**config.mk**
```make
export PLATFORM = sky130hd
export DESIGN_NAME = mem_port_arbiter
export DESIGN_NICKNAME = d
export VERILOG_FILES = /design/src/rtl/mem_arb_pkg.sv /design/src/rtl/mem_arb_wdog.sv /design/src/rtl/mem_port_arbiter.sv
export SDC_FILE = /design/constraint.sdc
export NUM_CORES = 1
export LEC_CHECK = 0
export ABC_AREA = 1
export ABC_CLOCK_PERIOD_IN_PS = 3200
export BUFFER_PORTS_ARGS = -buffer_cell sky130_fd_sc_hd__buf_2
export CORE_MARGIN = 2
export CORE_UTILIZATION = 30
export CTS_CLUSTER_DIAMETER = 200
export DETAILED_ROUTE_END_ITERATION = 10
export GPL_ROUTABILITY_DRIVEN = 0
export PLACE_DENSITY_LB_ADDON = 0.12
export RECOVER_POWER = 100
export SYNTH_ARGS = -nofsm -noshare
export SYNTH_HDL_FRONTEND = slang
export SYNTH_SLANG_ARGS = --single-unit
```
**constraint.sdc**
```tcl
create_clock -name clk -period 3.2 [get_ports clk]
set_input_delay 0.48 -clock clk [delete_from_list [all_inputs] [get_ports clk]]
set_output_delay 0.48 -clock clk [all_outputs]
set_load 0.01 [all_outputs]
```
**src/rtl/mem_arb_pkg.sv**
```systemverilog
// Shared types and constants for the instruction/data memory-port arbiter.
package mem_arb_pkg;

    typedef enum logic [1:0] {
        ARB_IDLE = 2'd0,
        ARB_WAIT = 2'd1,
        ARB_RESP = 2'd2
    } arb_state_e;

    typedef enum logic {
        OWN_I = 1'b0,
        OWN_D = 1'b1
    } arb_owner_e;

    localparam int STARVE_MAX_DEF = 4;
    localparam int TIMEOUT_DEF    = 64;

    // Counter widths cover the legal parameter ranges (STARVE_MAX <= 15, TIMEOUT <= 255).
    localparam int STARVE_W = 4;
    localparam int WDOG_W   = 8;

    function automatic logic [STARVE_W-1:0] sat_inc(input logic [STARVE_W-1:0] cnt,
                                                    input logic [STARVE_W-1:0] lim);
        return (cnt >= lim) ? lim : cnt + 1'b1;
    endfunction

endpackage

```
**src/rtl/mem_arb_wdog.sv**
```systemverilog
// Watchdog for the WAIT state: cleared while idle, counts each waiting cycle,
// flags expiry on the last cycle an ack may still arrive.
module mem_arb_wdog
    import mem_arb_pkg::*;
#(
    parameter int TIMEOUT = TIMEOUT_DEF
) (
    input  logic clk,
    input  logic rst,
    input  logic clr,
    input  logic en,
    output logic expire
);

    logic [WDOG_W-1:0] cnt_q, cnt_d;

    always_comb begin
        cnt_d = cnt_q;
        if (clr) begin
            cnt_d = '0;
        end else if (en) begin
            cnt_d = cnt_q + 1'b1;
        end
    end

    always_ff @(posedge clk) begin
        if (!rst) begin
            cnt_q <= '0;
        end else begin
            cnt_q <= cnt_d;
        end
    end

    assign expire = (cnt_q == WDOG_W'(TIMEOUT - 1));

endmodule

```
**src/rtl/mem_port_arbiter.sv**
```systemverilog
// Shares one single-port memory between fetch and data requesters: data-first
// arbitration with fetch starvation guard, latched memory request, watchdog abort.
module mem_port_arbiter
    import mem_arb_pkg::*;
#(
    parameter int AW         = 32,
    parameter int DW         = 32,
    parameter int STARVE_MAX = STARVE_MAX_DEF,
    parameter int TIMEOUT    = TIMEOUT_DEF
) (
    input  logic          clk,
    input  logic          rst,
    input  logic          i_req,
    input  logic [AW-1:0] i_addr,
    output logic          i_gnt,
    output logic          i_done,
    output logic [DW-1:0] i_rdata,
    output logic          i_err,
    input  logic          d_req,
    input  logic [AW-1:0] d_addr,
    input  logic [3:0]    d_we,
    input  logic [DW-1:0] d_wdata,
    output logic          d_gnt,
    output logic          d_done,
    output logic [DW-1:0] d_rdata,
    output logic          d_err,
    output logic          m_req,
    output logic [AW-1:0] m_addr,
    output logic [3:0]    m_we,
    output logic [DW-1:0] m_wdata,
    input  logic          m_ack,
    input  logic [DW-1:0] m_rdata,
    output logic          busy
);

    localparam logic [STARVE_W-1:0] STARVE_LIM = STARVE_W'(STARVE_MAX);

    arb_state_e          state_q, state_d;
    arb_owner_e          owner_q, owner_d;
    logic [STARVE_W-1:0] starve_q, starve_d;
    logic                i_gnt_q, i_gnt_d, i_done_q, i_done_d, i_err_q, i_err_d;
    logic                d_gnt_q, d_gnt_d, d_done_q, d_done_d, d_err_q, d_err_d;
    logic [DW-1:0]       i_rdata_q, i_rdata_d, d_rdata_q, d_rdata_d;
    logic                m_req_q, m_req_d;
    logic [AW-1:0]       m_addr_q, m_addr_d;
    logic [3:0]          m_we_q, m_we_d;
    logic [DW-1:0]       m_wdata_q, m_wdata_d;
    logic                busy_q, busy_d;

    logic                wd_expire;
    logic                pick_data;
    logic                rsp_err;
    logic [DW-1:0]       rsp_rdata;

    mem_arb_wdog #(
        .TIMEOUT (TIMEOUT)
    ) u_wdog (
        .clk    (clk),
        .rst    (rst),
        .clr    (state_q == ARB_IDLE),
        .en     (state_q == ARB_WAIT),
        .expire (wd_expire)
    );

    // Data wins unless fetch has been passed over STARVE_MAX times in a row.
    assign pick_data = d_req && !(i_req && (starve_q >= STARVE_LIM));
    // An ack in the expiry cycle still counts as a successful completion.
    assign rsp_err   = !m_ack;
    assign rsp_rdata = (m_ack && (m_we_q == 4'h0)) ? m_rdata : '0;

    always_comb begin
        // NOTE: every next-state value starts as a hold (or pulse-clear) default so no path through the case leaves one unassigned, which would infer a latch.
        state_d   = state_q;
        owner_d   = owner_q;
        starve_d  = starve_q;
        i_gnt_d   = 1'b0;
        i_done_d  = 1'b0;
        i_rdata_d = i_rdata_q;
        i_err_d   = i_err_q;
        d_gnt_d   = 1'b0;
        d_done_d  = 1'b0;
        d_rdata_d = d_rdata_q;
        d_err_d   = d_err_q;
        m_req_d   = m_req_q;
        m_addr_d  = m_addr_q;
        m_we_d    = m_we_q;
        m_wdata_d = m_wdata_q;

        unique case (state_q)
            ARB_IDLE: begin
                if (i_req || d_req) begin
                    state_d = ARB_WAIT;
                    m_req_d = 1'b1;
                    if (pick_data) begin
                        owner_d   = OWN_D;
                        d_gnt_d   = 1'b1;
                        m_addr_d  = d_addr;
                        m_we_d    = d_we;
                        m_wdata_d = d_wdata;
                        if (i_req) begin
                            starve_d = sat_inc(starve_q, STARVE_LIM);
                        end
                    end else begin
                        owner_d   = OWN_I;
                        i_gnt_d   = 1'b1;
                        m_addr_d  = i_addr;
                        m_we_d    = 4'h0;
                        m_wdata_d = '0;
                        starve_d  = '0;
                    end
                end
            end
            ARB_WAIT: begin
                if (m_ack || wd_expire) begin
                    state_d = ARB_RESP;
                    m_req_d = 1'b0;
                    m_we_d  = 4'h0;
                    if (owner_q == OWN_D) begin
                        d_done_d  = 1'b1;
                        d_rdata_d = rsp_rdata;
                        d_err_d   = rsp_err;
                    end else begin
                        i_done_d  = 1'b1;
                        i_rdata_d = rsp_rdata;
                        i_err_d   = rsp_err;
                    end
                end
            end
            ARB_RESP: state_d = ARB_IDLE;
            default:  state_d = ARB_IDLE;
        endcase

        busy_d = (state_d != ARB_IDLE);
    end

    always_ff @(posedge clk) begin
        if (!rst) begin
            // NOTE: the latched datapath registers are reset too, because every output must read 0 straight after reset.
            state_q   <= ARB_IDLE;
            owner_q   <= OWN_I;
            starve_q  <= '0;
            i_gnt_q   <= 1'b0;
            i_done_q  <= 1'b0;
            i_rdata_q <= '0;
            i_err_q   <= 1'b0;
            d_gnt_q   <= 1'b0;
            d_done_q  <= 1'b0;
            d_rdata_q <= '0;
            d_err_q   <= 1'b0;
            m_req_q   <= 1'b0;
            m_addr_q  <= '0;
            m_we_q    <= 4'h0;
            m_wdata_q <= '0;
            busy_q    <= 1'b0;
        end else begin
            // NOTE: non-blocking assignments so every register samples pre-edge values regardless of statement order.
            state_q   <= state_d;
            owner_q   <= owner_d;
            starve_q  <= starve_d;
            i_gnt_q   <= i_gnt_d;
            i_done_q  <= i_done_d;
            i_rdata_q <= i_rdata_d;
            i_err_q   <= i_err_d;
            d_gnt_q   <= d_gnt_d;
            d_done_q  <= d_done_d;
            d_rdata_q <= d_rdata_d;
            d_err_q   <= d_err_d;
            m_req_q   <= m_req_d;
            m_addr_q  <= m_addr_d;
            m_we_q    <= m_we_d;
            m_wdata_q <= m_wdata_d;
            busy_q    <= busy_d;
        end
    end

    assign i_gnt   = i_gnt_q;
    assign i_done  = i_done_q;
    assign i_rdata = i_rdata_q;
    assign i_err   = i_err_q;
    assign d_gnt   = d_gnt_q;
    assign d_done  = d_done_q;
    assign d_rdata = d_rdata_q;
    assign d_err   = d_err_q;
    assign m_req   = m_req_q;
    assign m_addr  = m_addr_q;
    assign m_we    = m_we_q;
    assign m_wdata = m_wdata_q;
    assign busy    = busy_q;

endmodule

```
* Word-level counts from Yosys, hierarchy flattened
Cells that the tools add are included.
** Word-level totals
- Bits in registers :: 155
- Logic and storage cells :: 66
- Bits of input ports :: 137
- Output and inout bits :: 140
** Cells by class
- Magnitude comparators :: 1
- Add/subtract/negate cells :: 2
- Bitwise logic cells :: 2
- Reductions and logical operators :: 19
- Eq/ne operators :: 5
- Mux-type cells :: 20
** Operator list (count)
- 32-bit two-way mux :: 3
- 4-bit two-way mux :: 6
- 3-bit AND reduction :: 6
- 8-bit by 1-bit adder with 8-bit output, second input constant :: 1
- 8-bit by 6-bit equality test with 1-bit output, second input constant :: 1
- 4-bit one-hot mux with 2 select lines :: 1
- 1-bit two-way mux :: 6
- 2-bit inequality test, second input constant :: 3
- 4-bit by 1-bit adder with 4-bit output, second input constant :: 1
- 4-bit by 3-bit greater-or-equal comparator with 1-bit output, second input constant :: 1
- 4-bit zero test :: 1
- 2-bit two-way mux :: 2
- 2-bit one-hot mux with 2 select lines :: 1
- 2-bit nonzero test :: 2
- 1-bit logical AND :: 3
- 2-bit by 1-bit equality test with 1-bit output, second input constant :: 1
- 1-bit zero test :: 2
- 2-bit zero test :: 1
- 1-bit logical OR :: 2
- 1-bit NOT :: 2
- 1-bit one-hot mux with 2 select lines :: 1
- 2-bit AND reduction :: 1
- 2-bit OR reduction :: 1

* Logic depth before layout (Yosys ltp)
Gate-level depths: netlist of the first run.
- Word-level depth :: 7
- Depth in mapped cells :: 10

* By module
From an unflattened synthesis of the first run, not the netlist that was laid out.
** Second synthesis, totals
- Cells, all modules :: 1009
- Area total of the unflattened synthesis :: 6875.3 µm²
** Modules (own cells, without submodules)
- mem_port_arbiter :: seq. area each 2942.8 µm², cells an instance 956, area each 6503.7 µm², times used 1
- mem_arb_wdog :: seq. area each 160.2 µm², cells an instance 53, area each 371.6 µm², times used 1

* Worst setup path after synthesis of the first run
No wires, ideal clock.
- Path kind :: flip-flop to flip-flop
- From :: register u_wdog.cnt_q[0]
- To :: register i_rdata_q[22], in the netlist i_rdata[22]
- Arrival time :: 1347 ps
- Slack :: 1743 ps
- Library setup time :: 110 ps
- Cell stages (with the launch flop) :: 11
- Path buffers :: 2
- Cells stage by stage :: dfxtp_1 > ha_1 > inv_1 > nor2_2 > nand2_1 > nand2_2 > buf_4 > buf_4 > nand4_1 > nand2_1 > nor2_1
** Between the ends
- Longest elaborated chain between the ends :: 3
** RTL lines
- start, declared :: RTL line mem_arb_wdog.sv:15 : logic [WDOG_W-1:0] cnt_q, cnt_d;
- start signal, assigned :: RTL line mem_arb_wdog.sv:30 : cnt_q <= cnt_d;
- 8-bit by 6-bit equality test with 1-bit output :: RTL line mem_arb_wdog.sv:34 : assign expire = (cnt_q == WDOG_W'(TIMEOUT - 1));
- 1-bit logical OR :: RTL line mem_port_arbiter.sv:114 : if (m_ack || wd_expire) begin
- 3-bit AND reduction (no source line)
- end signal, assigned :: RTL line mem_port_arbiter.sv:162 : i_rdata_q <= i_rdata_d;
- end, declared :: RTL line mem_port_arbiter.sv:43 : logic [DW-1:0] i_rdata_q, i_rdata_d, d_rdata_q, d_rdata_d;
Every way passes these cells.
A chain may end at the register's enable or synchronous reset.

* Worst setup path after layout of the first run
- From :: register u_wdog.cnt_q[0]
- To :: register d_rdata_q[3], in the netlist d_rdata[3]
** Between the ends
- Longest elaborated chain between the ends :: 3
** RTL lines
- 8-bit by 6-bit equality test with 1-bit output :: RTL line mem_arb_wdog.sv:34
- 1-bit logical OR :: RTL line mem_port_arbiter.sv:114
- 3-bit AND reduction (no source line)
- end signal, assigned :: RTL line mem_port_arbiter.sv:166 : d_rdata_q <= d_rdata_d;
- end, declared :: RTL line mem_port_arbiter.sv:43
Every way passes these cells.

==> results.cfg, run 1 <==
[floorplanning]
core_um2 = 21760
die_h_um = 152.6
die_w_um = 152.6
dieArea_um2 = 23270
start_util_pct = 30.43
rows = 54
ioPinCount = 277

[clocking]
cts_buffer_depth = 2
cts_hold_buf = 0
cts_setup_buffers = 0
htree_levels = 4
clock_latency_ns = 0.42
root_buffer = clkbuf_16
numCtsBuffers = 17
post_cts_resized = 0
clock_sinks = 155
clk_pin_slew_ns = 0.07
cts_tree = yes

[worst_setup_path]
cp_data_arrival_time_ns = 2.75
rrSetupSlack_ns = 0.81
critPathLaunchType = flop
max_stage_delay_ns = 0.59
crit_buf_inv = 1
cp-end-kind = flop
r2r_start = u_wdog.cnt_q[0]$_SDFFE_PP0N_
timing.rr.end = d_rdata[3]$_SDFFE_PN0P_
critical_path.cell_chain = ha_1, inv_1, nor2_1, nand2_1, nand2_1, nand3_4, nand2_1, nand2_1, nor2_1
crit_path_frequent_cell = nand2_1
crit_family = simple AND/OR/NAND/NOR gates
cp_data_required_time_ns = 3.55
cpMaxStageDelayCell = nand3_4
cp_max_fo = 54
critical_path_class = reg2reg
r2r_cells = 9

[final_layout]
area_growth_pct = 29.50
layout_common_cells = nand2_1 (280), dfxtp_1 (155), clkbuf_1 (141)
diodes = 0
final_common_cell = nand2_1
drive_above_1_share_pct = 15.61
fill_cells = 2400
final_nets = 1343

[synthesis]
yosysWarnings = 0
synth_cells = 957
seq_area_frac_synth_pct = 46.87
netlist_area_um2 = 6620
syn_area_per_cell_um2 = 6.918
ys_seq_elements = 155
syn_nets = 1096
synth.distinct_cells = 26

[sta]
finClkSkew_ns = 0.01022
tightest_slew_ns = 1.057
maxSlewViolCount = 0
fmax_ghz = 0.4177
finalSetupTns_ns = 0
relSlewSlack_pct = 29.42
finalSetupViolations = 0
finalHoldViolations = 0
fin_crit_sh_pct = 74.81
period_needed_ns = 2.394
rsz0062_at_grt = false

[power]
finalPower_mw = 5.126
p_per_area_nw_per_um2 = 597.9
irDropWorstVdd_mv = 0.3412
p_leak_nw = 4.138

[global_routing]
overflow = 0
grt_max_degree = 60
grt_pass1_vias = 6421
grt_pass1_wl_um = 32860
grt_usage_pct = 17.43
antenna_found_initial = 1

[min_path]
hold_path_class = in2reg
whs_path_depth = 3
min_to = m_addr[5]$_SDFFE_PN0P_
min-delay-start = i_addr[5]

[flow_run]
maxCapViolations = 0

[drt]
drtAntennaViolNets = 0
drcViolationCount = 0
drt-total-wl_um = 20390
via_per_inst = 4.422
num_vias = 6619
drt_first_pass_iters = 5
first_iter_violations = 319
drt-wirelength-per-cell_um = 13.62

[place]
place_hpwl_um = 13910
port_buffers = 276

[outcome]
status = complete, no violations
==> worst max path at each step <==
stage / startpoint / endpoint / slack [ns] / depth (start not counted)
floorplan: u_wdog.cnt_q[0]$_SDFFE_PP0N_ / i_rdata[22]$_SDFFE_PN0P_ / 1.74 / 10
global placement: rst / m_addr[22]$_SDFFE_PN0P_ / 1.06 / 7
detailed placement: d_req / m_wdata[19]$_SDFFE_PN0P_ / 1.04 / 5
CTS: u_wdog.cnt_q[0]$_SDFFE_PP0N_ / d_rdata[3]$_SDFFE_PN0P_ / 1.02 / 9
global route: u_wdog.cnt_q[0]$_SDFFE_PP0N_ / d_rdata[4]$_SDFFE_PN0P_ / 0.52 / 9
finish: u_wdog.cnt_q[0]$_SDFFE_PP0N_ / d_rdata[3]$_SDFFE_PN0P_ / 0.81 / 9
==> metrics by stage <==
| stage | area (um^2) | instances | setup WS, ns | utilization [%] | hold WS [ns] |
|---|---|---|---|---|---|
| 5_1_grt | 8573 | 1497 | 0.5206 | 39.41 | 0.2368 |
| 3_3_place_gp | 8120 | 1465 | 1.056 | 37.32 | 0.4390 |
| 3_5_place_dp | 8120 | 1465 | 1.038 | 37.32 | 0.4444 |
| 2_1_floorplan | 6620 | 957 | 1.743 | - | 0.4275 |
| 4_1_cts | 8763 | 1497 | 1.016 | 40.28 | 0.2311 |
| 6_report | 8573 | 1497 | 0.8062 | 39.41 | 0.2551 |
==> worst reg2reg max path, stage by stage, from the launching register on <==
cell and delay (ns):
dfxtp_1 0.37, ha_1 0.18, inv_1 0.06, nor2_1 0.18
nand2_1 0.11, nand2_1 0.39, nand3_4 0.60, nand2_1 0.26
nand2_1 0.08, nor2_1 0.12
==> Yosys cell counts, drive strengths merged <==
cell	number	area share [%]
nand3	77	6.1
nor2	128	7.7
clkbuf	21	1.2
o21bai	1	0.11
nand2	280	16
a21oi	48	3.8
o21a	1	0.11
nand4	59	5.6
dfxtp	155	47
o21ai	10	0.81
nor3	1	0.076
buf	35	3.4
inv	137	7.8
xor2	2	0.26
ha	2	0.38
==> flip-flops by register name, summed over array words and instances, names as in the netlist, 2 cells and up <==
name,cells
i_rdata,32
starve_q,4
state_q,2
d_rdata,32
m_wdata,32
m_we,4
m_addr,32
u_wdog.cnt_q,8
==> final cells by class <==
class	count	area, um^2	area share [%]
Inverter	137	514.2	5.998
Timing Repair Buffer	284	1264	14.74
Clock buffer	20	456.7	5.327
Sequential cell	155	3103	36.19
Tap cell	280	350.3	4.086
Clock inverter	12	186.4	2.175
Multi-Input combinational cell	609	2699	31.48
==> power by group <==
part / internal, mW / switching, mW / total, mW
registers: 2.07 / 0.0790 / 2.15
clock network: 1.36 / 0.850 / 2.21
logic: 0.256 / 0.513 / 0.768
==> layer usage <==
metal  routed length (um)  share of wire, %  vias to the layer above  global-route usage [%]
li1                     -                 -                     3461                       -
met1                 9199                45                     2918                   21.15
met3                 1576               7.7                       14                   6.513
met5                   16             0.078                        -                       0
met4                  171              0.84                        2                   4.806
met2                 9427                46                      224                   29.11
==> logic make-up after synthesis <==
| family | Yosys count | share of synthesized area (%) |
|---|---|---|
| XOR/XNOR | 2 | 0.2646 |
| AO/OA/AOI/OAI | 60 | 4.839 |
| AND/OR/NAND/NOR | 545 | 35.32 |
| buffers and inverters | 193 | 12.32 |
| flip-flops | 155 | 46.87 |
| adder cells (fa/ha/maj) | 2 | 0.3779 |
Note: power is estimated with default switching activity, not from simulation.
==> inputs of run 2 (changes only) <==
--- a/config.mk
+++ b/config.mk
@@ -5,8 +5,8 @@
 export SDC_FILE = /design/constraint.sdc
 export NUM_CORES = 1
 export LEC_CHECK = 0
-export ABC_AREA = 1
-export ABC_CLOCK_PERIOD_IN_PS = 3200
+export ABC_AREA = 0
+export ABC_CLOCK_PERIOD_IN_PS = 2300
 export BUFFER_PORTS_ARGS = -buffer_cell sky130_fd_sc_hd__buf_2
 export CORE_MARGIN = 2
 export CORE_UTILIZATION = 30
==> constraint.sdc (replaced) <==
create_clock -name clk -period 2.3 [get_ports clk]
set_input_delay 0.345 -clock clk [delete_from_list [all_inputs] [get_ports clk]]
set_output_delay 0.345 -clock clk [all_outputs]
set_load 0.01 [all_outputs]
==> results.cfg, run 2 <==
[outcome]
status = complete, no violations

[clocking]
numCtsBuffers = 17
htree_levels = 4
clock_latency_ns = 0.41
cts_tree = yes
clk_pin_slew_ns = 0.07
clock_sinks = 155
cts_hold_buf = 0
cts_buffer_depth = 2
post_cts_resized = 0
root_buffer = clkbuf_16
cts_setup_buffers = 0

[place]
placedInstanceArea_um2 = 7109
port_buffers = 276
place_hpwl_um = 11240

[synthesis]
synth_area_leaders = dfxtp_1 (56%), a22o_1 (10%), mux2i_1 (5.8%), a22oi_1 (4.3%), nor2b_1 (3.8%)
async_reset_ff_share_pct = 0
seq_area_frac_synth_pct = 55.93
synth.distinct_cells = 38
yosys-top-cells-count = dfxtp_1 (155), a22o_1 (64), a21oi_1 (36)
synth_edf_count = 0
synth_cells = 515
synth.most_common_cell = dfxtp_1
syn_area_per_cell_um2 = 10.77
syn_nets = 654
ys_seq_elements = 155
ys.flop_type = dfxtp_1
yosys.area.top_type = dfxtp_1
netlist_area_um2 = 5548
yosysWarnings = 0
yosysTopAreaCellShare_pct = 55.93

[worst_setup_path]
cp-end-kind = flop
cp_max_fo = 32
cpMaxStageDelayCell = dfxtp_1
critPathLaunchType = flop
critical_path.cell_chain = ha_1, and4bb_1, a21oi_2, buf_4, o21a_1, buf_12, a22o_1
cp_data_required_time_ns = 2.65
critical_path_class = reg2reg
cp_data_arrival_time_ns = 2.28
max_stage_delay_ns = 0.33

[sta]
tightest_slew_ns = 0.8136
finalHoldViolations = 0
relSlewSlack_pct = 45.76
finalSetupViolations = 0
maxSlewViolCount = 0
rsz0062_at_grt = false
worst_hold_slack_ns = 0.1548
fmax_ghz = 0.5187
period_needed_ns = 1.928
finalSetupTns_ns = 0
finClkSkew_ns = 0.007294
fin_crit_sh_pct = 83.83

[power]
comb_power_share_pct = 11.2
power_frac_seq_pct = 45.1
p_leak_nw = 3.171
clkPwrFrac_pct = 43.7
irDropWorstVdd_mv = 0.4791
p_per_area_nw_per_um2 = 855.6
p_sw_share_pct = 25.81
finalPower_mw = 6.439
p_sw_mw = 1.662
intPower_mw = 4.777

[drt]
drt_first_pass_iters = 5
via_per_inst = 4.776
num_vias = 4881
drt-wirelength-per-cell_um = 15.49
drtAntennaViolNets = 0
drt-total-wl_um = 15830
drcViolationCount = 0
first_iter_violations = 204

[final_layout]
design_area_um2 = 7526
layout_common_cells = dfxtp_1 (155), clkbuf_1 (141), buf_2 (135)
area_growth_pct = 35.66
final_common_cell = dfxtp_1
final_nets = 919
diodes = 0
drive_above_1_share_pct = 23.58
final_util_pct = 41.75

[floorplanning]
start_util_pct = 30.78
rows = 49
die_h_um = 140.0
core_um2 = 18020
die_w_um = 140.0
ioPinCount = 277
dieArea_um2 = 19600

[global_routing]
grt_pass1_wl_um = 25350
grt_usage_pct = 16.02
antenna_found_initial = 0
grt_pass1_vias = 4909
grt_max_degree = 66
overflow = 0

[min_path]
hold_path_class = in2reg

[flow_run]
maxCapViolations = 0
## run 2: area by class of cell
class	count	area, um^2
Fill cell	1821	10500
Sequential cell	155	3103
Multi-Input combinational cell	316	2216
Timing Repair Buffer	288	1315
Clock buffer	18	439.2
Tap cell	229	286.5
Clock inverter	14	158.9
Inverter	2	7.507
## run 2: kinds of logic (layout without fill, tap and decap cells)
logic type                 Yosys count  count (layout)  share of synthesized area, %
adders and majority gates            2               2                        0.4510
AOI/OAI and AO/OA                  184             184                         23.66
xor gates and xnor gates             7               7                         1.105
buffers and inverters               44             322                         4.263
DFF                                155             155                         55.93
and+or+nand+nor                     91              91                         8.818
muxes                               32              32                         5.774
## run 2: power groups by stage
stage | clock network [mW] | registers [mW] | logic (mW)
after floorplan | 0 | 3.02 | 0.349
after detailed placement | 0 | 2.96 | 0.768
after global placement | 0 | 2.96 | 0.755
after global routing | 3.04 | 2.92 | 0.802
final | 2.81 | 2.91 | 0.719
after CTS | 2.91 | 2.90 | 0.770
## run 2: through the flow
step | setup WS, ns | instances
2_1_floorplan | 0.6737 | 515
3_3_place_gp | 0.4722 | 990
3_5_place_dp | 0.4229 | 990
4_1_cts | 0.3823 | 1022
5_1_grt | 0.2223 | 1022
6_report | 0.3720 | 1022
## run 2: critical path, delay by kind of cell (launching register included)
family,cells,cell delay [ns]
simple gates,1,0.21
compound gates,3,0.64
buf+inv,2,0.41
flops,1,0.33
fa+ha+maj,1,0.25
## run 2: final timing paths
check	slack [ns]	endpoint	startpoint	depth (start not counted)
max	0.37	d_rdata[22]$_SDFFE_PN0P_	u_wdog.cnt_q[0]$_SDFFE_PP0N_	7
min	0.15	i_rdata[16]$_SDFFE_PN0P_	m_rdata[16]	2
max reg2reg	0.37	d_rdata[22]$_SDFFE_PN0P_	u_wdog.cnt_q[0]$_SDFFE_PP0N_	7
min reg2reg	0.48	starve_q[1]$_SDFFE_PN0P_	starve_q[1]$_SDFFE_PN0P_	2
## run 2: routing by layer
| metal | share of wire, % | GRT usage (%) | up-vias | wire length, um |
|---|---|---|---|---|
| li1 | - | - | 2409 | - |
| met1 | 43 | 18.70 | 2283 | 6760 |
| met2 | 49 | 27.70 | 168 | 7737 |
| met3 | 6.3 | 5.094 | 21 | 1000 |
| met4 | 2.1 | 5.632 | 0 | 333 |
| met5 | 0 | 0 | - | 0 |
==> inputs of run 3 (changes only) <==
--- a/config.mk
+++ b/config.mk
@@ -6,7 +6,7 @@
 export NUM_CORES = 1
 export LEC_CHECK = 0
 export ABC_AREA = 0
-export ABC_CLOCK_PERIOD_IN_PS = 2300
+export ABC_CLOCK_PERIOD_IN_PS = 1800
 export BUFFER_PORTS_ARGS = -buffer_cell sky130_fd_sc_hd__buf_2
 export CORE_MARGIN = 2
 export CORE_UTILIZATION = 30
==> constraint.sdc (replaced) <==
create_clock -name clk -period 1.8 [get_ports clk]
set_input_delay 0.27 -clock clk [delete_from_list [all_inputs] [get_ports clk]]
set_output_delay 0.27 -clock clk [all_outputs]
set_load 0.01 [all_outputs]
==> results.cfg, run 3 (synthesis results as in run 2) <==
[worst_setup_path]
cp_data_arrival_time_ns = 2.05
crit_buf_inv = 1
r2r_cells = 6
cpMaxStageDelayCell = dfxtp_1
rrSetupSlack_ns = 0.12
r2r_start = u_wdog.cnt_q[0]$_SDFFE_PP0N_
cp-end-kind = flop
cp_max_fo = 32
critical_path.cell_chain = ha_2, and4bb_1, a21oi_2, o21a_1, buf_12, a22o_1
max_stage_delay_ns = 0.33
critPathLaunchType = flop
crit_family = compound AO/OA/AOI/OAI gates
timing.rr.end = d_rdata[6]$_SDFFE_PN0P_
critical_path_class = reg2reg
cp_data_required_time_ns = 2.17

[floorplanning]
core_um2 = 18020
die_h_um = 140.0
start_util_pct = 30.78
rows = 49
die_w_um = 140.0
ioPinCount = 277
dieArea_um2 = 19600

[sta]
fin_crit_sh_pct = 93.38
maxSlewViolCount = 0
rsz0062_at_grt = false
finalHoldViolations = 0
finalSetupViolations = 0
finClkSkew_ns = 0.01008
fmax_ghz = 0.5949
worst_hold_slack_ns = 0.07127
finalSetupTns_ns = 0
relSlewSlack_pct = 44.54
period_needed_ns = 1.681
tightest_slew_ns = 0.8319

[outcome]
status = complete, no violations

[final_layout]
layout_common_cells = dfxtp_1 (155), clkbuf_1 (141), buf_2 (135)
drive_above_1_share_pct = 23.87
diodes = 0
final_nets = 922
area_growth_pct = 36.87
final_common_cell = dfxtp_1

[drt]
first_iter_violations = 174
via_per_inst = 4.834
drt-total-wl_um = 16160
drt_first_pass_iters = 4
drtAntennaViolNets = 0
num_vias = 4955
drcViolationCount = 0
drt-wirelength-per-cell_um = 15.77

[global_routing]
antenna_found_initial = 0
overflow = 0
grt_usage_pct = 15.76
grt_max_degree = 43
grt_pass1_wl_um = 25070
grt_pass1_vias = 5021

[clocking]
htree_levels = 4
clk_pin_slew_ns = 0.07
numCtsBuffers = 17
cts_hold_buf = 0
clock_latency_ns = 0.42
cts_buffer_depth = 2
post_cts_resized = 0
cts_setup_buffers = 0
root_buffer = clkbuf_16
cts_tree = yes
clock_sinks = 155

[min_path]
hold_path_class = in2reg
min-delay-start = m_rdata[27]
min_to = d_rdata[27]$_SDFFE_PN0P_
whs_path_depth = 2

[flow_run]
maxCapViolations = 0

[power]
p_leak_nw = 3.185
p_per_area_nw_per_um2 = 1098
irDropWorstVdd_mv = 0.6217

[place]
place_hpwl_um = 11470
port_buffers = 276
run 3: cell count changes in the layout (fill, tap and decap cells not counted), moves of 2 or more:
cell	change
buf_12	+2
clkbuf_2	-2
clkinv_2	-2
clkinvlp_4	+3
inv_6	-2
inv_8	+3
run 3: cell type report:
class / count / area (um^2)
Fill cell: 1871 / 10430
Sequential cell: 155 / 3103
Multi-Input combinational cell: 317 / 2232
Timing Repair Buffer: 290 / 1360
Clock buffer: 17 / 425.4
Tap cell: 229 / 286.5
Clock inverter: 15 / 178.9
Inverter: 2 / 7.507
run 3: where the power goes:
group	total [mW]	switching, mW	internal [mW]
Combinational	0.945	0.555	0.391
Sequential	3.72	0.104	3.62
Clock	3.67	1.57	2.10
run 3: worst max-delay path by stage:
stage | startpoint | to | slack [ns] | cells after the start
after floorplan | u_wdog.cnt_q[0]$_SDFFE_PP0N_ | i_rdata[0]$_SDFFE_PN0P_ | 0.17 | 6
after global placement | u_wdog.cnt_q[0]$_SDFFE_PP0N_ | i_rdata[7]$_SDFFE_PN0P_ | 0.06 | 5
after detailed placement | u_wdog.cnt_q[0]$_SDFFE_PP0N_ | i_rdata[14]$_SDFFE_PN0P_ | 0.004 | 5
after CTS | u_wdog.cnt_q[0]$_SDFFE_PP0N_ | i_rdata[13]$_SDFFE_PN0P_ | 0.002 | 5
after global routing | u_wdog.cnt_q[0]$_SDFFE_PP0N_ | d_rdata[21]$_SDFFE_PN0P_ | 0.02 | 6
final | u_wdog.cnt_q[0]$_SDFFE_PP0N_ | d_rdata[6]$_SDFFE_PN0P_ | 0.12 | 6
run 3: metrics by stage:
stage          instance area [um^2]  util [%]  std cells  setup WS (ns)  total power, mW
3_3_place_gp                   7162     39.73        992        0.05570            4.763
3_5_place_dp                   7162     39.73        992       0.003941            4.788
4_1_cts                        7766     43.09       1024       0.001697            8.470
6_report                       7594     42.13       1025         0.1191            8.335
2_1_floorplan                  5548         -        515         0.1737            4.309
5_1_grt                        7594     42.13       1025        0.02465            8.687
run 3: worst reg2reg max path: cells and delay by family (launching register included):
family,cells,cell delay (ns)
buffers and inverters,1,0.20
adders and majority gates,1,0.21
DFF,1,0.33
and+or+nand+nor,1,0.20
AOI/OAI and AO/OA,3,0.69
run 3: metal layers:
metal / global-route usage [%] / part of all wire [%]
met1: 17.83 / 42
met2: 28.06 / 51
met3: 4.718 / 5.8
met4: 5.737 / 1.9
met5: 0 / 0
